==> src/rtl/mux_pkg.sv <==
// Shared types and constants for the N:1 registered multiplexer.
// The SCAN state is reachable only when MUX_SCAN_EN is defined.
package mux_pkg;

    typedef enum logic [1:0] {
        IDLE   = 2'd0,
        DIRECT = 2'd1,
        SCAN   = 2'd2
    } mux_state_t;

    localparam logic MODE_DIRECT = 1'b0;
    localparam logic MODE_SCAN   = 1'b1;

endpackage

==> src/rtl/mux_scan_ctr.sv <==
// Round-robin channel counter for scan mode: load has priority over increment,
// and the count wraps from N_CH-1 back to 0 (N_CH need not be a power of two).
module mux_scan_ctr #(
    parameter int unsigned N_CH  = 8,
    parameter int unsigned SEL_W = 3
) (
    input  logic             clk,
    input  logic             rst,
    input  logic             load_i,
    input  logic [SEL_W-1:0] load_val_i,
    input  logic             inc_i,
    output logic [SEL_W-1:0] cnt_o
);

    localparam logic [SEL_W-1:0] LAST = SEL_W'(N_CH - 1);

    logic [SEL_W-1:0] cnt_q;
    logic [SEL_W-1:0] cnt_d;

    always_comb begin
        cnt_d = cnt_q;
        if (load_i) begin
            cnt_d = load_val_i;
        end else if (inc_i) begin
            cnt_d = (cnt_q == LAST) ? '0 : cnt_q + SEL_W'(1);
        end
    end

    always_ff @(posedge clk or posedge rst) begin
        if (rst) begin
            cnt_q <= '0;
        end else begin
            cnt_q <= cnt_d;
        end
    end

    assign cnt_o = cnt_q;

endmodule

==> src/rtl/mux_nx1_reg.sv <==
// N-channel registered multiplexer with valid/ready output and channel tag.
// Define MUX_SCAN_EN to enable the round-robin scan mode (mode input).
module mux_nx1_reg
    import mux_pkg::*;
#(
    parameter  int unsigned N_CH  = 8,
    parameter  int unsigned W     = 8,
    localparam int unsigned SEL_W = $clog2(N_CH)
) (
    input  logic              clk,
    input  logic              rst,
    input  logic              en,
    input  logic              mode,
    input  logic [N_CH*W-1:0] d_in,
    input  logic [SEL_W-1:0]  sel,
    input  logic              sel_load,
    output logic [W-1:0]      out_data,
    output logic [SEL_W-1:0]  out_ch,
    output logic              out_valid,
    input  logic              out_ready,
    output logic              sel_err
);

    mux_state_t                 state_q;
    logic [SEL_W-1:0]           cur_sel;
    logic [N_CH-1:0][W-1:0]     ch_data;
    logic                       launch_c;
    logic                       sel_in_range_c;
    logic                       sel_ok_c;
    logic                       sel_bad_c;
    mux_state_t                 run_state_c;

    assign ch_data = d_in;

    // Range check is one bit wider so it also works when N_CH is a power of two.
    assign sel_in_range_c = ({1'b0, sel} < (SEL_W + 1)'(N_CH));
    assign sel_ok_c       = sel_load && sel_in_range_c;
    assign sel_bad_c      = sel_load && !sel_in_range_c;

    assign launch_c = (state_q != IDLE) && (!out_valid || out_ready);

`ifdef MUX_SCAN_EN
    assign run_state_c = (mode == MODE_SCAN) ? SCAN : DIRECT;

    mux_scan_ctr #(
        .N_CH  (N_CH),
        .SEL_W (SEL_W)
    ) u_scan_ctr (
        .clk        (clk),
        .rst        (rst),
        .load_i     (sel_ok_c),
        .load_val_i (sel),
        .inc_i      (launch_c && (state_q == SCAN)),
        .cnt_o      (cur_sel)
    );
`else
    logic [SEL_W-1:0] cur_sel_q;
    logic             unused_mode;

    assign run_state_c = DIRECT;
    assign unused_mode = mode;

    always_ff @(posedge clk or posedge rst) begin
        if (rst) begin
            cur_sel_q <= '0;
        end else if (sel_ok_c) begin
            cur_sel_q <= sel;
        end
    end

    assign cur_sel = cur_sel_q;
`endif

    // FSM and output register; mode changes take effect only at a launch.
    always_ff @(posedge clk or posedge rst) begin
        if (rst) begin
            state_q   <= IDLE;
            out_data  <= '0;
            out_ch    <= '0;
            out_valid <= 1'b0;
            sel_err   <= 1'b0;
        end else begin
            sel_err <= sel_bad_c;

            if (launch_c) begin
                out_data  <= ch_data[cur_sel];
                out_ch    <= cur_sel;
                out_valid <= 1'b1;
            end else if (out_valid && out_ready) begin
                out_valid <= 1'b0;
            end

            if (!en) begin
                state_q <= IDLE;
            end else if ((state_q == IDLE) || launch_c) begin
                state_q <= run_state_c;
            end
        end
    end

endmodule

==> config.mk <==
export PLATFORM = sky130hd
export DESIGN_NAME = mux_nx1_reg
export DESIGN_NICKNAME = d
export VERILOG_FILES = /design/src/rtl/mux_pkg.sv /design/src/rtl/mux_scan_ctr.sv /design/src/rtl/mux_nx1_reg.sv
export SDC_FILE = /design/constraint.sdc
export NUM_CORES = 1
export LEC_CHECK = 0
export BUFFER_PORTS_ARGS = -buffer_cell sky130_fd_sc_hd__buf_2
export CAP_MARGIN = 20
export CORE_MARGIN = 5
export CORE_UTILIZATION = 45
export CTS_CLUSTER_SIZE = 25
export DETAILED_ROUTE_END_ITERATION = 8
export HOLD_SLACK_MARGIN = 0.03
export PLACE_DENSITY = 0.86
export SYNTH_ARGS = -nofsm -noshare
export SYNTH_HDL_FRONTEND = slang
export SYNTH_SLANG_ARGS = --single-unit
==> constraint.sdc <==
create_clock -name clk -period 4.24 [get_ports clk]
set_clock_uncertainty 0.1 [all_clocks]
set_input_delay 0.424 -clock clk [delete_from_list [all_inputs] [get_ports clk]]
set_output_delay 0.424 -clock clk [all_outputs]
set_load 0.01 [all_outputs]
### Word level (Yosys, flattened, before mapping)

Index checks and enable logic that the tools add are counted.

| storage, ports and cells | value |
|---|---|
| register bits | 17 |
| output and inout port bits | 13 |

| cells by class | value |
|---|---|
| $lt $le $gt $ge | 1 |
| equal/unequal tests | 1 |
| multiplexer cells | 6 |
| reductions and logical operators | 8 |

Operators by type and width:

| kind | number |
|---|---|
| binary-select mux 8 bit (select 3 bit) | 1 |
| 2-to-1 mux 8 bit | 1 |
| < comparator 3 x 4 -> 1 bit, second input constant | 1 |
| 2-to-1 mux 2 bit | 2 |
| nonzero test 2 bit | 2 |
| logical AND 1 bit | 2 |
| zero test 2 bit | 1 |
| logical OR 1 bit | 2 |
| 2-to-1 mux 1 bit | 2 |
| inequality test 2 x 1 -> 1 bit, second input constant | 1 |
| zero test 1 bit | 1 |

### Logic depth before layout (Yosys ltp)

Gate-level depths: netlist (run 1).

| logic depth | value |
|---|---|
| depth after elaboration | 6 |
| depth in mapped cells | 5 |
| gate-level depth less buffers | 3 |

### Worst setup path after synthesis (run 1)

OpenSTA, ideal clock, no wires.

| timing path | value |
|---|---|
| path type | in2reg |
| start | in out_ready |
| end | reg out_ch[0] |
| setup time | 125 ps |
| arrival | 1,231 ps |
| required time | 4,015 ps |
| path slack | 2,784 ps |
| stages | 5 |
| cell sequence | nor2b_1 > buf_6 > nand2b_4 > buf_6 > mux2_4 |

| between the ends | value |
|---|---|
| cells in the longest elaborated chain, start to end | 2 |

Ends and longest elaborated chain:

| item | line | text |
|---|---|---|
| start: declaration | mux_nx1_reg.sv:20 | `input logic out_ready,` |
| logical OR 1 bit | mux_nx1_reg.sv:40 | `assign launch_c = (state_q != IDLE) && (!out_valid \|\| out_ready);` |
| logical AND 1 bit | mux_nx1_reg.sv:40 |  |
| end signal: assignment | mux_nx1_reg.sv:87 | `out_ch <= cur_sel;` |
| end: declaration | mux_nx1_reg.sv:18 | `output logic [SEL_W-1:0] out_ch,` |

No other way between the ends.
A chain may end at the register's enable or synchronous reset.

### Worst setup path in the final report (run 1)

| timing path | value |
|---|---|
| start | reg cur_sel_q[1] (netlist: cur_sel[1]) |
| end | reg out_data[7] |

| between the ends | value |
|---|---|
| cells in the longest elaborated chain, start to end | 2 |

Ends and longest elaborated chain:

| item | line | text |
|---|---|---|
| start: declaration | mux_nx1_reg.sv:57 | `logic [SEL_W-1:0] cur_sel_q;` |
| start signal: assignment | mux_nx1_reg.sv:67 | `cur_sel_q <= sel;` |
| binary-select mux 8 bit (select 3 bit) | mux_nx1_reg.sv:86 | `out_data <= ch_data[cur_sel];` |
| 2-to-1 mux 8 bit (not written as such) | mux_nx1_reg.sv:86 |  |
| end signal: assignment | mux_nx1_reg.sv:86 |  |
| end: declaration | mux_nx1_reg.sv:17 | `output logic [W-1:0] out_data,` |

No other way between the ends. The select of a mux whose other input is x is not followed.

==> flow_metrics.py, run 1 <==
metrics = {
    "outcome": {
        "status": "completed",
    },
    "clock_tree": {
        "ctsResizeCount": 0,
        "numClockSinks": 16,
        "hold_buffers": 0,
        "h-tree-depth": 1,
        "cts_tree": "built",
        "numCtsBuffers": 3,
        "clk_pin_slew_ps": 100,
        "clk_path_buf_depth": 2,
        "cts_root_buf": "clkbuf_4",
        "clk_latency_ps": 280,
        "cts_setup_buffers": 0,
    },
    "place": {
        "place_area_sq_um": 1630,
        "hpwlAfterDp_microns": 2740,
        "gp_congestion": 0.792,
        "portBuffers": 83,
    },
    "timing": {
        "relSlewSlack_pct": 53.5,
        "slew_violations": 0,
        "fin_crit_ps": 2180,
        "tightest_slew_ps": 698,
        "period_share_pct": 51.4,
        "final.setup.tns_ps": 0,
        "finalSetupViolCount": 0,
        "fmax_ghz": 0.459,
        "rsz0062_at_grt": "no",
        "final_hold_viol_count": 0,
    },
    "global_route": {
        "grt_pass1_wl_microns": 5240,
        "grt_pass1_vias": 1207,
        "antenna_found_initial": 0,
        "overflow": 0,
        "grt_max_degree": 20,
        "track_usage_pct": 16.0,
    },
    "routing": {
        "first_pass_iters": 4,
        "num_vias": 1129,
        "drt-initial-drc-count": 58,
        "wl_per_cell_microns": 15.1,
        "wl_microns": 3240,
        "drc_errors": 0,
        "ant_nets": 0,
        "avgViaCountPerCell": 5.25,
    },
    "die": {
        "die_w_microns": 63.1,
        "initial_core_util_pct": 46.4,
        "rows": 19,
        "die_h_microns": 63.1,
        "core_area_sq_um": 2730,
        "io_pins": 86,
        "dieArea_sq_um": 3980,
    },
    "critical_path": {
        "critical_path_class": "flop to flop",
        "worst_setup_path_end_kind": "flop",
        "path_max_fanout": 19,
        "critPathLaunchType": "flop",
        "cp.required_ps": 4310,
        "critPathArrivalTime_ps": 2250,
    },
    "synth": {
        "synth_cell_type_count": 22,
        "syn-num-nets": 179,
        "ys_seq_area_share_pct": 31.6,
        "ys_ff_latch": 16,
        "async_reset_ff_share_pct": 100,
        "syn_area_sq_um": 1270,
        "synth_edf_count": 0,
        "yosysWarnings": 0,
        "synthFlopType": "dfrtp_1",
        "syn_inst": 106,
        "syn-mean-instance-area_sq_um": 12.0,
    },
    "run": {
        "maxCapViolations": 0,
    },
    "min_path": {
        "holdCritPathClass": "input pin to async pin",
    },
    "power_and_ir_drop": {
        "p_per_area_nw_per_um2": 298,
        "p_leak_nw": 0.877,
        "total_power_uw": 495,
        "ir_drop_v": 0.000259,
    },
    "cells_and_area": {
        "final_layout_size_suffix_gt1_share_pct": 63.6,
        "area_growth_pct": 31.1,
        "utilization_pct": 60.8,
        "final_common_cell": "buf_2",
        "fin_area_sq_um": 1660,
        "final_cell_mix": "buf_2 (83), mux2i_1 (16), dfrtp_1 (16)",
        "num_antenna_cells": 0,
        "finalNetCount": 258,
    },
}
[flip-flops by register name (all words and copies together), names as in the netlist]
name,cells
cur_sel,3
state_q,1
out_valid,1
out_ch,3
out_data,8
[kinds of logic (layout without fill, tap and decap cells)]
| family | Yosys count | count (layout) | share of synthesized area [%] |
|---|---|---|---|
| and+or+nand+nor | 7 | 7 | 3.65 |
| buffers and inverters | 12 | 90 | 8.79 |
| other | 1 | 1 | 0.296 |
| muxes | 38 | 38 | 35.1 |
| AOI/OAI and AO/OA | 32 | 32 | 20.5 |
| DFF | 16 | 16 | 31.6 |
[layer usage]
metal,global-route usage (%),share of wire [%]
met1,19.1,41
met2,28.2,51
met3,4.44,8.0
met4,3.71,0.37
met5,0,0
[per-stage QoR]
stage | worst slack [ps] | hold slack [ps] | cells
after CTS | 2060 | 99.2 | 215
after global placement | 2120 | 384 | 211
after floorplan | 2780 | 238 | 106
final | 2060 | 87.1 | 215
after global routing | 1960 | 133 | 215
after detailed placement | 2070 | 398 | 211
[final cells by class]
class                      instances  area, sq um
fill                             240         1070
multi-input combinational         78          756
timing repair buffer              84          423
sequential                        16          400
tap                               31         38.8
clock buffer                       4         36.3
inverter                           2         7.51
[power breakdown]
group	internal, mW	leakage, nW	total [mW]	switching (mW)
sequential	0.178	0.189	0.199	0.0208
clock	0.0522	0.0210	0.101	0.0490
combinational	0.108	0.667	0.195	0.0870
[path summary, 6_finish.rpt]
kind                            start          end  slack, ps  cells past startpoint
setup / recovery           cur_sel[1]  out_data[7]       2060                      4
hold / removal                    rst    out_valid         90                      2
setup reg to reg           cur_sel[1]  out_data[7]       2060                      4
hold reg to reg             out_ch[1]    out_ch[1]        420                      1
max in group asynchronous         rst    out_ch[2]       3570                      2
min in group clk                   en   state_q[0]        150                      1
[cells in the mapped netlist, types with 2 or more instances]
cell type  count  area share (%)
dfrtp_1       16              32
mux2i_1       16              13
mux2_4        10              12
mux2_2         9             8.0
a22o_1         8             5.5
o21ai_0        8             3.2
o22ai_1        8             3.9
o31ai_2        8             7.9
buf_6          4             3.6
mux2_1         3             2.7
buf_1          2            0.59
buf_12         2             3.2
inv_1          2            0.59
nor2b_1        2            0.99
[critical path, cell delays in order (launching register included)]
cell     delay, ps
dfrtp_1        800
buf_4          420
mux2_2         380
o22ai_1        250
o31ai_2        110
Note: power is estimated with default switching activity, not from simulation.
==> run 2: changes to the inputs <==
ABC_AREA = 1   (was not set)
CORE_UTILIZATION = 39   (was 45)
PLACE_DENSITY = 0.77   (was 0.86)
clock period = 2 ns   (was 4.24 ns; I/O delays follow)
==> run 2 against run 1 <==
Final area is 9.6% higher. Non-clock buffer count is 5 higher. Via count is 37% higher. Power is 110% higher. Sequential power is 110% higher. Worst setup slack worse by 1600 ps. Sequential share of layout area is 2.1 points lower. Largest cell class unchanged.
==> flow_metrics.py, run 2 <==
metrics = {
    "outcome": {
        "status": "completed",
    },
    "synth": {
        "syn-num-nets": 293,
        "syn_area_sq_um": 1370,
        "yosysWarnings": 0,
        "ys_top_cells_by_area": "dfrtp_1 (29%), nand2_1 (24%), nand3_1 (16%)",
        "synth_top_area_share_pct": 29.2,
        "yosysTopAreaCell": "dfrtp_1",
        "synth_commonest_cells": "nand2_1 (87), nand3_1 (44), inv_1 (35)",
        "synth_cell_type_count": 17,
        "ys_ff_latch": 16,
        "synthFlopType": "dfrtp_1",
        "synth_edf_count": 0,
        "async_reset_ff_share_pct": 100,
        "syn-mean-instance-area_sq_um": 6.23,
        "syn_inst": 220,
        "ys_seq_area_share_pct": 29.2,
        "yosysMostFrequentCell": "nand2_1",
    },
    "place": {
        "hpwlAfterDp_microns": 2960,
        "dp_cells": 339,
        "gp_congestion": 0.782,
        "pre_cts_ws_ps": 529,
        "portBuffers": 83,
    },
    "clock_tree": {
        "h-tree-depth": 1,
        "ctsResizeCount": 0,
        "numClockSinks": 16,
        "clk_path_buf_depth": 2,
        "cts_setup_buffers": 0,
        "cts_tree": "built",
        "clk_pin_slew_ps": 90,
        "cts_root_buf": "clkbuf_4",
        "clk_latency_ps": 290,
        "numCtsBuffers": 3,
    },
    "timing": {
        "whs_ps": 43.1,
        "tightest_slew_ps": 600,
        "fin_crit_ps": 1490,
        "final_hold_viol_count": 0,
        "relSlewSlack_pct": 59.9,
        "slew_violations": 0,
        "rsz0062_at_grt": "no",
        "fmax_ghz": 0.671,
        "period_share_pct": 74.6,
        "finalWorstSetupSlack_ps": 509,
        "finalSetupViolCount": 0,
        "final.setup.tns_ps": 0,
    },
    "cells_and_area": {
        "finalNetCount": 374,
        "final_cell_mix": "nand2_1 (87), buf_2 (83), nand3_1 (44)",
        "final_layout_size_suffix_gt1_share_pct": 36.0,
        "final_common_cell": "nand2_1",
        "largest_reg_flops": 8,
        "area_growth_pct": 32.8,
        "final_cells": 346,
        "top_register": "out_data",
        "fillCellCount": 352,
        "num_antenna_cells": 0,
    },
    "routing": {
        "drc_errors": 0,
        "drt-initial-drc-count": 47,
        "wl_microns": 3720,
        "avgViaCountPerCell": 4.48,
        "wl_per_cell_microns": 10.8,
        "num_vias": 1549,
        "ant_nets": 0,
        "first_pass_iters": 4,
    },
    "die": {
        "dieArea_sq_um": 4800,
        "die_w_microns": 69.3,
        "io_pins": 86,
        "die_h_microns": 69.3,
        "core_area_sq_um": 3360,
        "rows": 21,
        "initial_core_util_pct": 40.8,
    },
    "min_path": {
        "holdCritPathClass": "input pin to flop",
    },
    "critical_path": {
        "cp.required_ps": 2080,
        "slowest_delay_ps": 650,
        "critical_path_class": "flop to flop",
        "crit_top_cell": "nand2_1",
        "worst_setup_path_end_kind": "flop",
        "critPathArrivalTime_ps": 1580,
        "critPathLaunchType": "flop",
        "cp_top_family": "flip-flops",
        "crit_slowest_cell": "dfrtp_1",
        "crit_chain": "buf_4, nand2_1, nand3_1, nand2_1, nand2_1, nand3_2",
        "crit_buf_inv": 1,
        "path_max_fanout": 14,
    },
    "power_and_ir_drop": {
        "p_leak_nw": 1.14,
        "p_per_area_nw_per_um2": 569,
        "total_power_mw": 1.04,
        "ir_drop_v": 0.000323,
    },
    "global_route": {
        "grt_pass1_vias": 1556,
        "grt_pass1_wl_microns": 6420,
        "overflow": 0,
        "track_usage_pct": 15.8,
        "grt_max_degree": 35,
        "antenna_found_initial": 0,
    },
    "run": {
        "maxCapViolations": 0,
    },
}
## run 2: cell types whose count changed after synthesis, sizes merged, moves of 2 or more
cell	change
a22o	-8
buf	+3
inv	+35
mux2	-22
mux2i	-16
nand2	+96
nand2b	-2
nand3	+48
nor2b	-2
o21ai	-2
o22ai	-8
o31ai	-8
## run 2: worst reg2reg max path: cells and delay by family (launching register included)
family	cells	cell delay [ps]
AND/OR/NAND/NOR	5	360
flip-flops	1	650
buffers and inverters	1	280
## run 2: kinds of logic after synthesis
logic type,Yosys count,share of synthesized area (%)
buffers and inverters,50,19.0
other,1,0.273
AOI/OAI and AO/OA,6,2.19
DFF,16,29.2
and+or+nand+nor,147,49.4
## run 2: worst paths after layout
| kind | end | cells after the start | slack, ps | start |
|---|---|---|---|---|
| worst max-delay path | out_data[4] | 6 | 510 | cur_sel[0] |
| worst min-delay path | cur_sel[0] | 3 | 40 | sel[0] |
| worst max register to register | out_data[4] | 6 | 510 | cur_sel[0] |
| worst min register to register | out_ch[0] | 2 | 390 | out_ch[0] |
| max in group asynchronous | cur_sel[1] | 3 | 980 | rst |
| min in group asynchronous | out_data[0] | 3 | 430 | rst |
## run 2: area by class of cell
cell class              count  area (sq um)  area share (%)
inverters                  37           149            8.17
well taps                  46          57.6            3.16
clock buffers               4          36.3            1.99
flip-flops and latches     16           400            22.0
multi-input cells         154           711            39.0
repair buffers             89           468            25.7
## run 2: report_power, final
group / internal (mW) / leakage [nW] / switching (mW)
combinational: 0.180 / 0.921 / 0.225
sequential: 0.378 / 0.196 / 0.0406
clock: 0.111 / 0.0210 / 0.102
total: 0.669 / 1.14 / 0.368
## run 2: repair_timing
item                                    4_1_cts  5_1_grt
hold buffers                                  3        0
endpoints found under the setup margin        0        0
endpoints found under the hold margin        18        0
## run 2: layer usage
metal / track usage, % / routed length (microns)
met1: 17.9 / 1480
met2: 29.1 / 1930
met3: 4.35 / 274
met4: 3.90 / 35
met5: 0 / 0
## run 2: metrics by stage
stage	utilization, %	cell area, sq um
after floorplan	-	1370
after global placement	52.2	1760
after detailed placement	52.2	1760
final	54.2	1820
after CTS	54.2	1820
after global routing	54.2	1820
==> run 3: changes to the inputs <==
ABC_AREA = 0   (was 1)
CORE_UTILIZATION = 37   (was 39)
PLACE_DENSITY = 0.75   (was 0.77)
clock period = 1.3 ns   (was 2 ns; I/O delays follow)
==> run 3 against run 2 <==
The run now ends with negative setup slack left. Routed wire length down 2.2%. Worst hold slack better by 160 ps. Power up 69%. Worst setup slack worse by 660 ps. Largest power group is now combinational logic.
==> flow_metrics.py, run 3 (synthesized netlist as in run 1, its figures left out) <==
metrics = {
    "outcome": {
        "status": "finished with violations",
        "violations": "negative setup slack",
    },
    "cells_and_area": {
        "fillCellCount": 302,
        "num_antenna_cells": 0,
        "fin_area_sq_um": 1930,
        "largest_reg_flops": 8,
        "final_cells": 246,
        "utilization_pct": 57.9,
        "finalNetCount": 274,
        "top_register": "out_data",
        "area_growth_pct": 52.4,
        "final_cell_mix": "buf_2 (83), mux2i_1 (16), dfrtp_1 (15)",
        "final_layout_size_suffix_gt1_share_pct": 69.5,
        "final_common_cell": "buf_2",
        "multi_input_area_sq_um": 830,
        "seq_area_sq_um": 402,
    },
    "place": {
        "place_area_sq_um": 1800,
        "gp_congestion": 0.729,
        "dp_cells": 234,
        "portBuffers": 83,
        "pre_cts_ws_ps": -135,
    },
    "die": {
        "die_w_microns": 68.5,
        "initial_core_util_pct": 38.0,
        "die_h_microns": 68.5,
        "io_pins": 86,
        "rows": 21,
        "dieArea_sq_um": 4700,
        "core_area_sq_um": 3340,
    },
    "global_route": {
        "antenna_found_initial": 0,
        "overflow": 0,
        "grt_pass1_wl_microns": 5500,
        "grt_max_degree": 19,
        "grt_pass1_vias": 1220,
        "track_usage_pct": 15.6,
    },
    "timing": {
        "fin_crit_ps": 1450,
        "period_share_pct": 112,
        "rsz0062_at_grt": "yes",
        "fmax_ghz": 0.689,
        "finalWorstSetupSlack_ps": -151,
        "whs_ps": 204,
        "slew_violations": 0,
        "final.setup.tns_ps": -875,
        "finalSetupViolCount": 8,
        "final_hold_viol_count": 0,
    },
    "clock_tree": {
        "clk_pin_slew_ps": 90,
        "cts_tree": "built",
        "numCtsBuffers": 3,
        "h-tree-depth": 1,
        "clk_path_buf_depth": 2,
        "clk_latency_ps": 280,
        "cts_root_buf": "clkbuf_4",
        "numClockSinks": 16,
    },
    "power_and_ir_drop": {
        "p_sw_share_pct": 31.5,
        "total_power_mw": 1.75,
        "seqPwrFrac_pct": 36.0,
        "ir_drop_v": 0.000302,
        "power_frac_comb_pct": 45.6,
        "p_per_area_nw_per_um2": 908,
        "p_int_mw": 1.20,
        "switching_power_uw": 553,
        "p_leak_nw": 0.991,
        "clockPowerShare_pct": 18.3,
    },
    "critical_path": {
        "critPathArrivalTime_ps": 1520,
        "cp_top_family": "flip-flops",
        "path_max_fanout": 18,
        "slowest_delay_ps": 420,
        "crit_buf_inv": 1,
        "path_depth": 4,
        "critPathLaunchType": "flop",
        "crit_chain": "buf_12, mux2_2, o22ai_2, o31ai_2",
        "ff2ff_path_depth": 4,
        "worst_setup_path_end_kind": "flop",
        "crit_slowest_cell": "dfrtp_2",
        "cp.required_ps": 1370,
        "critical_path_class": "flop to flop",
    },
    "routing": {
        "ant_nets": 0,
        "first_pass_iters": 4,
        "num_vias": 1163,
        "wl_microns": 3640,
        "drt-initial-drc-count": 57,
        "avgViaCountPerCell": 4.73,
        "wl_per_cell_microns": 14.8,
        "drc_errors": 0,
    },
    "run": {
        "maxCapViolations": 0,
    },
    "min_path": {
        "holdPathStages": 4,
        "holdCritPathClass": "input pin to flop",
    },
}
## run 3: cell types whose count changed in the layout (fill, tap and decap cells not counted), sizes merged, moves of 16 or more
cell | before | now
inv | 37 | 2
mux2 | 0 | 22
mux2i | 0 | 16
nand2 | 97 | 1
nand3 | 48 | 0
## run 3: what timing repair did
item | CTS | global route
resized for setup | 1 | 4
hold buffers | 6 | 0
pin swaps | 2 | 1
endpoints found under the hold margin | 20 | 0
setup buffers | 0 | 2
setup endpoints to repair | 8 | 9
## run 3: worst min-delay path, stage by stage
cell and delay (ps):
buf_2 70, mux2_1 120, o22ai_2 60, o31ai_2 170
## run 3: cell type report
class                   instances  share of cell area (%)
multi-input cells              78                    42.9
clock buffers                   4                    1.88
flip-flops and latches         16                    20.8
inverters                       2                   0.389
well taps                      46                    2.98
repair buffers                100                    31.0
## run 3: final timing paths
kind / end / slack [ps] / startpoint
max: out_data[3] / -150 / cur_sel[1]
min: out_data[5] / 200 / d_in[37]
max reg2reg: out_data[3] / -150 / cur_sel[1]
min reg2reg: out_ch[0] / 420 / out_ch[0]
max in group asynchronous: cur_sel[1] / 630 / rst
min in group asynchronous: state_q[0] / 280 / rst
## run 3: power groups by stage
stage | combinational (mW) | clock (mW) | sequential (mW)
floorplan | 0.472 | 0 | 0.670
global placement | 0.760 | 0 | 0.638
detailed placement | 0.774 | 0 | 0.640
CTS | 0.790 | 0.331 | 0.631
global route | 0.871 | 0.357 | 0.642
finish | 0.800 | 0.321 | 0.632
## run 3: routing by layer
metal  global-route usage [%]  share of wire (%)
met2                     28.6                 50
met5                        0                  0
met4                     2.98               0.85
met3                     3.08                9.5
met1                     18.7                 39
